--- src/rtl/triumph_if_stage.sv ---
// triumph_if_stage
//   Instruction-fetch stage. Generates the fetch PC, requests words from the
//   instruction cache over a req/gnt/rvalid interface and buffers returned
//   words in a small FIFO that feeds triumph_id_stage.
//
//   Ports
//     clk_i           clock, all state on the rising edge
//     rstn_i          asynchronous reset, active-high (1 = reset)
//     stall_i         ID cannot accept an instruction this cycle
//     redirect_i      branch/jump from EX, one-cycle pulse
//     redirect_pc_i   new fetch PC (bits [1:0] forced to 0)
//     icache_req_o    fetch request
//     icache_addr_o   word-aligned fetch address
//     icache_gnt_i    request accepted this cycle
//     icache_rvalid_i read data valid (in order, >= 1 cycle after gnt)
//     icache_rdata_i  instruction word
//     instr_valid_o   head of the instruction buffer is valid
//     instr_data_o    instruction at the buffer head
//     instr_pc_o      PC of the instruction at the buffer head
module triumph_if_stage #(
   parameter logic [31:0] BOOT_ADDR  = 32'h0000_0000,
   parameter int unsigned FIFO_DEPTH = 2
) (
   input  logic        clk_i,
   input  logic        rstn_i,
   input  logic        stall_i,
   input  logic        redirect_i,
   input  logic [31:0] redirect_pc_i,
   output logic        icache_req_o,
   output logic [31:0] icache_addr_o,
   input  logic        icache_gnt_i,
   input  logic        icache_rvalid_i,
   input  logic [31:0] icache_rdata_i,
   output logic        instr_valid_o,
   output logic [31:0] instr_data_o,
   output logic [31:0] instr_pc_o
);

   localparam int unsigned PW = $clog2(FIFO_DEPTH);
   localparam int unsigned CW = PW + 1;
   localparam logic [CW:0] DEPTH_W = (CW + 1)'(FIFO_DEPTH);

   typedef enum logic [1:0] {S_BOOT, S_REQ, S_WAIT} state_t;

   state_t          state;
   state_t          state_nxt;

   logic [31:0]     fetch_pc;
   logic [31:0]     pend_pc;
   logic            pend;
   logic [31:0]     target;

   logic [CW-1:0]   outstanding;
   logic [CW-1:0]   discard;
   logic [CW-1:0]   count;
   logic [PW-1:0]   wr_ptr;
   logic [PW-1:0]   rd_ptr;
   logic [PW-1:0]   tag_wr;
   logic [PW-1:0]   tag_rd;

   logic [31:0]     fifo_data [FIFO_DEPTH];
   logic [31:0]     fifo_pc   [FIFO_DEPTH];
   logic [31:0]     tag_mem   [FIFO_DEPTH];

   logic            grant;
   logic            rv;
   logic            drop;
   logic            push;
   logic            pop;
   logic [CW-1:0]   out_nxt;
   logic [CW-1:0]   cnt_nxt;
   logic [CW-1:0]   disc_nxt;
   logic            credit_nxt;

   // Bookkeeping shared by the FSM and the datapath. Credit is judged on
   // next-cycle occupancy so a buffer slot is reserved for every request
   // before it is issued.
   always_comb begin
      target     = redirect_pc_i & 32'hFFFF_FFFC;
      grant      = (state == S_REQ) && icache_gnt_i;
      // A late response with nothing outstanding (e.g. across reset) is ignored.
      rv         = icache_rvalid_i && (outstanding != '0);
      drop       = rv && ((discard != '0) || redirect_i);
      push       = rv && !drop;
      pop        = (count != '0) && !stall_i;
      out_nxt    = outstanding + CW'(grant) - CW'(rv);
      if (redirect_i) cnt_nxt = '0;
      else            cnt_nxt = count + CW'(push) - CW'(pop);
      credit_nxt = ({1'b0, out_nxt} + {1'b0, cnt_nxt}) < DEPTH_W;
      // Everything still in flight after a redirect belongs to the old path;
      // a request held across a redirect joins the discard count once granted.
      if (redirect_i) disc_nxt = out_nxt;
      else            disc_nxt = discard - CW'(rv && (discard != '0))
                                         + CW'(grant && pend);
   end

   // FSM: state register
   always_ff @(posedge clk_i or posedge rstn_i) begin
      if (rstn_i) state <= S_BOOT;
      else        state <= state_nxt;
   end

   // FSM: next state
   always_comb begin
      state_nxt = state;
      unique case (state)
         S_BOOT:  state_nxt = S_REQ;
         S_REQ:   if (icache_gnt_i) state_nxt = credit_nxt ? S_REQ : S_WAIT;
         S_WAIT:  state_nxt = credit_nxt ? S_REQ : S_WAIT;
         default: state_nxt = S_BOOT;
      endcase
   end

   // FSM: outputs. The address only moves on a grant, so req/addr stay stable
   // while a request waits.
   always_comb begin
      icache_req_o  = (state == S_REQ);
      icache_addr_o = fetch_pc;
   end

   // Fetch PC, redirect handling and counters
   always_ff @(posedge clk_i or posedge rstn_i) begin
      if (rstn_i) begin
         fetch_pc    <= BOOT_ADDR;
         pend_pc     <= '0;
         pend        <= 1'b0;
         outstanding <= '0;
         discard     <= '0;
         count       <= '0;
         wr_ptr      <= '0;
         rd_ptr      <= '0;
         tag_wr      <= '0;
         tag_rd      <= '0;
      end else begin
         outstanding <= out_nxt;
         discard     <= disc_nxt;
         count       <= cnt_nxt;

         if (redirect_i) begin
            // A request that is up but not granted must keep its address,
            // so the new target is parked until that grant arrives.
            if ((state == S_REQ) && !icache_gnt_i) begin
               pend    <= 1'b1;
               pend_pc <= target;
            end else begin
               pend     <= 1'b0;
               fetch_pc <= target;
            end
         end else if (grant) begin
            if (pend) begin
               pend     <= 1'b0;
               fetch_pc <= pend_pc;
            end else begin
               fetch_pc <= fetch_pc + 32'd4;
            end
         end

         if (grant) tag_wr <= tag_wr + PW'(1);
         if (rv)    tag_rd <= tag_rd + PW'(1);

         if (redirect_i) begin
            rd_ptr <= wr_ptr;
         end else begin
            if (push) wr_ptr <= wr_ptr + PW'(1);
            if (pop)  rd_ptr <= rd_ptr + PW'(1);
         end
      end
   end

   // Storage arrays carry no reset; validity is tracked by the counters.
   always_ff @(posedge clk_i) begin
      if (grant) tag_mem[tag_wr] <= fetch_pc;
      if (push) begin
         fifo_data[wr_ptr] <= icache_rdata_i;
         fifo_pc[wr_ptr]   <= tag_mem[tag_rd];
      end
   end

   always_comb begin
      instr_valid_o = (count != '0);
      instr_data_o  = instr_valid_o ? fifo_data[rd_ptr] : '0;
      instr_pc_o    = instr_valid_o ? fifo_pc[rd_ptr]   : '0;
   end

endmodule

--- config.mk ---
export PLATFORM = sky130hd
export DESIGN_NAME = triumph_if_stage
export DESIGN_NICKNAME = d
export VERILOG_FILES = /design/src/rtl/triumph_if_stage.sv
export SDC_FILE = /design/constraint.sdc
export NUM_CORES = 1
export LEC_CHECK = 0
export CORE_UTILIZATION = 23
export CTS_CLUSTER_SIZE = 24
export DETAILED_ROUTE_END_ITERATION = 10
export GPL_TIMING_DRIVEN = 0
export SYNTH_ARGS = -nofsm -noshare
export SYNTH_HDL_FRONTEND = slang
export SYNTH_SLANG_ARGS = --single-unit
--- constraint.sdc ---
create_clock -name clk_i -period 6.4 [get_ports clk_i]
set_clock_uncertainty 0.1 [all_clocks]
set_input_delay 1.28 -clock clk_i [delete_from_list [all_inputs] [get_ports clk_i]]
set_output_delay 1.28 -clock clk_i [all_outputs]
set_load 0.005 [all_outputs]
==> flow_metrics.tcl <==
set metrics [dict create \
    drive_gt1_share_pct 14.3 \
    drv_cap 0 \
    cts_max_level 1 \
    cts_tree "done" \
    worstSetupPathType "in2reg" \
    grt_max_degree 66 \
    multi_input_area_um2 3310 \
    post-route-period-util_pct 76.9 \
    cts_buffers 30 \
    slew_headroom_pct 24.3 \
    synthCells 772 \
    gp_congestion 0.818 \
    clockBufferDepth 3 \
    worstMarginPinSlew_ns 1.13 \
    period_needed_ns 4.92 \
    numPlacedInstances 1548 \
    required_ns 6.79 \
    die_area_um2 48200 \
    ir_worst_vdd_uv 211 \
    cp_max_fo 10 \
    final_util_pct 30.8 \
    synth_top_family_by_area "multiplexers" \
    seqCellArea_um2 7350 \
    clkLatencyLatePin_ns 0.56 \
    synth-seq-area-share_pct 67.5 \
    postPlaceCellArea_um2 13400 \
    powerDensity_nw_per_um2 429 \
    vias 6962 \
    async_flop_share_pct 28.4 \
    holdPathStages 1 \
    syn_area_per_cell_um2 14.1 \
    rsz0062_at_grt "no" \
    viasPerCell 4.35 \
    ff2ff_path_depth 12 \
    synth_flop_cell "edfxtp_1" \
    drt_iter0_drc 525 \
    setup_viol 0 \
    cts_hold_buf 0 \
    antenna_found_initial 0 \
    clockRootBuffer "clkbuf_16" \
    drc_errors 26 \
    antenna_left 0 \
    yosysTopAreaCellShare_pct 50.7 \
    core_area_um2 46700 \
    numPortBuffers 161 \
    yosysWarnings 0 \
    syn_area_um2 10900 \
    grt-ovfl-total 0 \
    num_rows 79 \
    die_y_um 220 \
    antennaDiodeCount 0 \
    clock-sinks 257 \
    cts.clk_slew.worst_paths_ns 0.06 \
    cts_setup_buffers 0 \
    violations "DRC" \
    startpoint_type "input port" \
    dp_hpwl_mm 20.4 \
    outcome "complete, but fails checks" \
    fin_area_um2 14400 \
    slew_viol_final 0 \
    fin_nets 1054 \
    instances_no_fill 1602 \
    grt_pass1_wl_mm 42.8 \
    area_growth_pct 32.1 \
    netlist_top_cells_area "edfxtp_1 51%, dfrtp_1 17%, mux2_2 6.5%" \
    grt_use_total_pct 11.7 \
    io_pins 168 \
    crit_path_end_kind "flip-flop" \
    firstDrtPassIters 9 \
    fin_ws_ns 1.48 \
    die_w_um 220 \
    initial_core_util_pct 23.3 \
    fmax_ghz 0.203 \
    synth_edf_count 184 \
    hold_class "reg2reg" \
    ys_ff_latch 257 \
    yosysTopAreaCell "edfxtp_1" \
    synth_adder_area_share_pct 1.33 \
    power_leakage_nw 5.18 \
    critPathArrivalTime_ns 5.31 \
    routed_wl_mm 28.5 \
    fill_cells 4693 \
    hold_viol 0 \
    synth_xor_area_share_pct 2.25 \
    synth-compound-area-share_pct 5.74 \
    place_ws_ns 0.921 \
    first_global_vias 6924 \
    synth-simple-area-share_pct 8.22 \
    postCtsResizedCells 0 \
    yosysUniqueCellTypes 55 \
    routedWlPerCell_um 17.8 \
    synth.area.mux_share_pct 12.5 \
]
cell usage after synthesis, types with 3 or more instances:
cell / n
a21oi_1: 25
a221oi_1: 7
mux2_2: 63
nand2_1: 30
nor3_1: 3
edfxtp_1: 184
o221ai_1: 5
buf_1: 5
nand3_1: 14
clkbuf_1: 20
inv_1: 16
nor2_1: 93
a211oi_1: 5
mux2i_1: 65
ha_1: 10
buf_2: 11
o211ai_1: 3
and3_1: 24
buf_4: 6
o21ai_0: 30
xor2_1: 16
xnor2_1: 12
nand4_1: 10
dfrtp_1: 73
o22ai_1: 4
cell type report:
type | count | share of cell area [%]
inverter | 16 | 0.435
clock inverter | 19 | 1.19
sequential | 257 | 51.1
tap | 607 | 5.28
timing repair buffer | 166 | 12.1
multi-input combinational | 459 | 23.0
clock buffer | 35 | 5.50
buffer | 43 | 1.43
flip-flops by register name, indices dropped and copies added (netlist names):
register	count
fifo_data	64
fifo_pc	60
tag_mem	60
icache_addr_o	30
pend_pc	30
count	2
discard	2
outstanding	2
state	2
pend	1
rd_ptr	1
tag_rd	1
tag_wr	1
wr_ptr	1
layer usage:
metal	wire [µm]	global-route usage, %
met4	834	3.86
met1	12300	15.5
met3	2280	2.51
met2	13100	18.8
met5	0	0
final timing paths:
check,from,endpoint,slack [ns]
worst max-delay path,redirect_i,state[0],1.48
worst min-delay path,pend_pc[24],pend_pc[24],0.40
worst max register to register,count[1],state[0],2.75
worst min register to register,pend_pc[24],pend_pc[24],0.40
max in group asynchronous,rstn_i,pend_pc[14],4.76
min in group asynchronous,rstn_i,icache_addr_o[7],0.86
power by group:
| group | switching [W] | total, W | internal, W |
|---|---|---|---|
| Sequential | 0.000342 | 0.00260 | 0.00226 |
| Combinational | 0.000931 | 0.00189 | 0.000963 |
| Clock | 0.000681 | 0.00168 | 0.000996 |
| Total | 0.00195 | 0.00617 | 0.00422 |
per-stage QoR:
step                      setup TNS [ns]  hold WS [ns]  power, W
after detailed placement               0         0.385   0.00455
after global placement           -214.29         0.377   0.00450
after global routing                   0         0.412   0.00653
final                                  0         0.396   0.00617
after CTS                              0         0.398   0.00627
after floorplan                        0         0.361   0.00360
logic make-up after synthesis:
kind of cell,Yosys count
other,1
adder cells (fa/ha/maj),11
multiplexers,128
XOR/XNOR,28
flip-flops,257
AND/OR/NAND/NOR,190
AO/OA/AOI/OAI,98
buffers and inverters,59
cells in the final DEF, fill, tap and decap left out, drive strengths merged, types with 10 or more instances in the layout:
cell	count
inv	17
o21ai	32
mux2	63
a21oi	25
buf	28
nand2	30
and3	25
nand4	10
clkdlybuf4s50	161
clkinv	12
xnor2	12
dfrtp	73
mux2i	65
ha	10
xor2	16
clkbuf	55
edfxtp	184
nand3	15
nor2	94
critical path: stages:
cell             delay [ns]
clkdlybuf4s50_1        0.53
inv_1                  0.12
clkbuf_1               0.37
clkbuf_1               0.51
nand3_1                0.40
ha_1                   0.40
inv_1                  0.04
ha_1                   0.18
xnor2_1                0.19
xnor2_1                0.15
nand2_1                0.11
fa_1                   0.59
a31oi_1                0.08
or3_1                  0.30
o21ai_0                0.07
(Power assumes the default switching activity.)
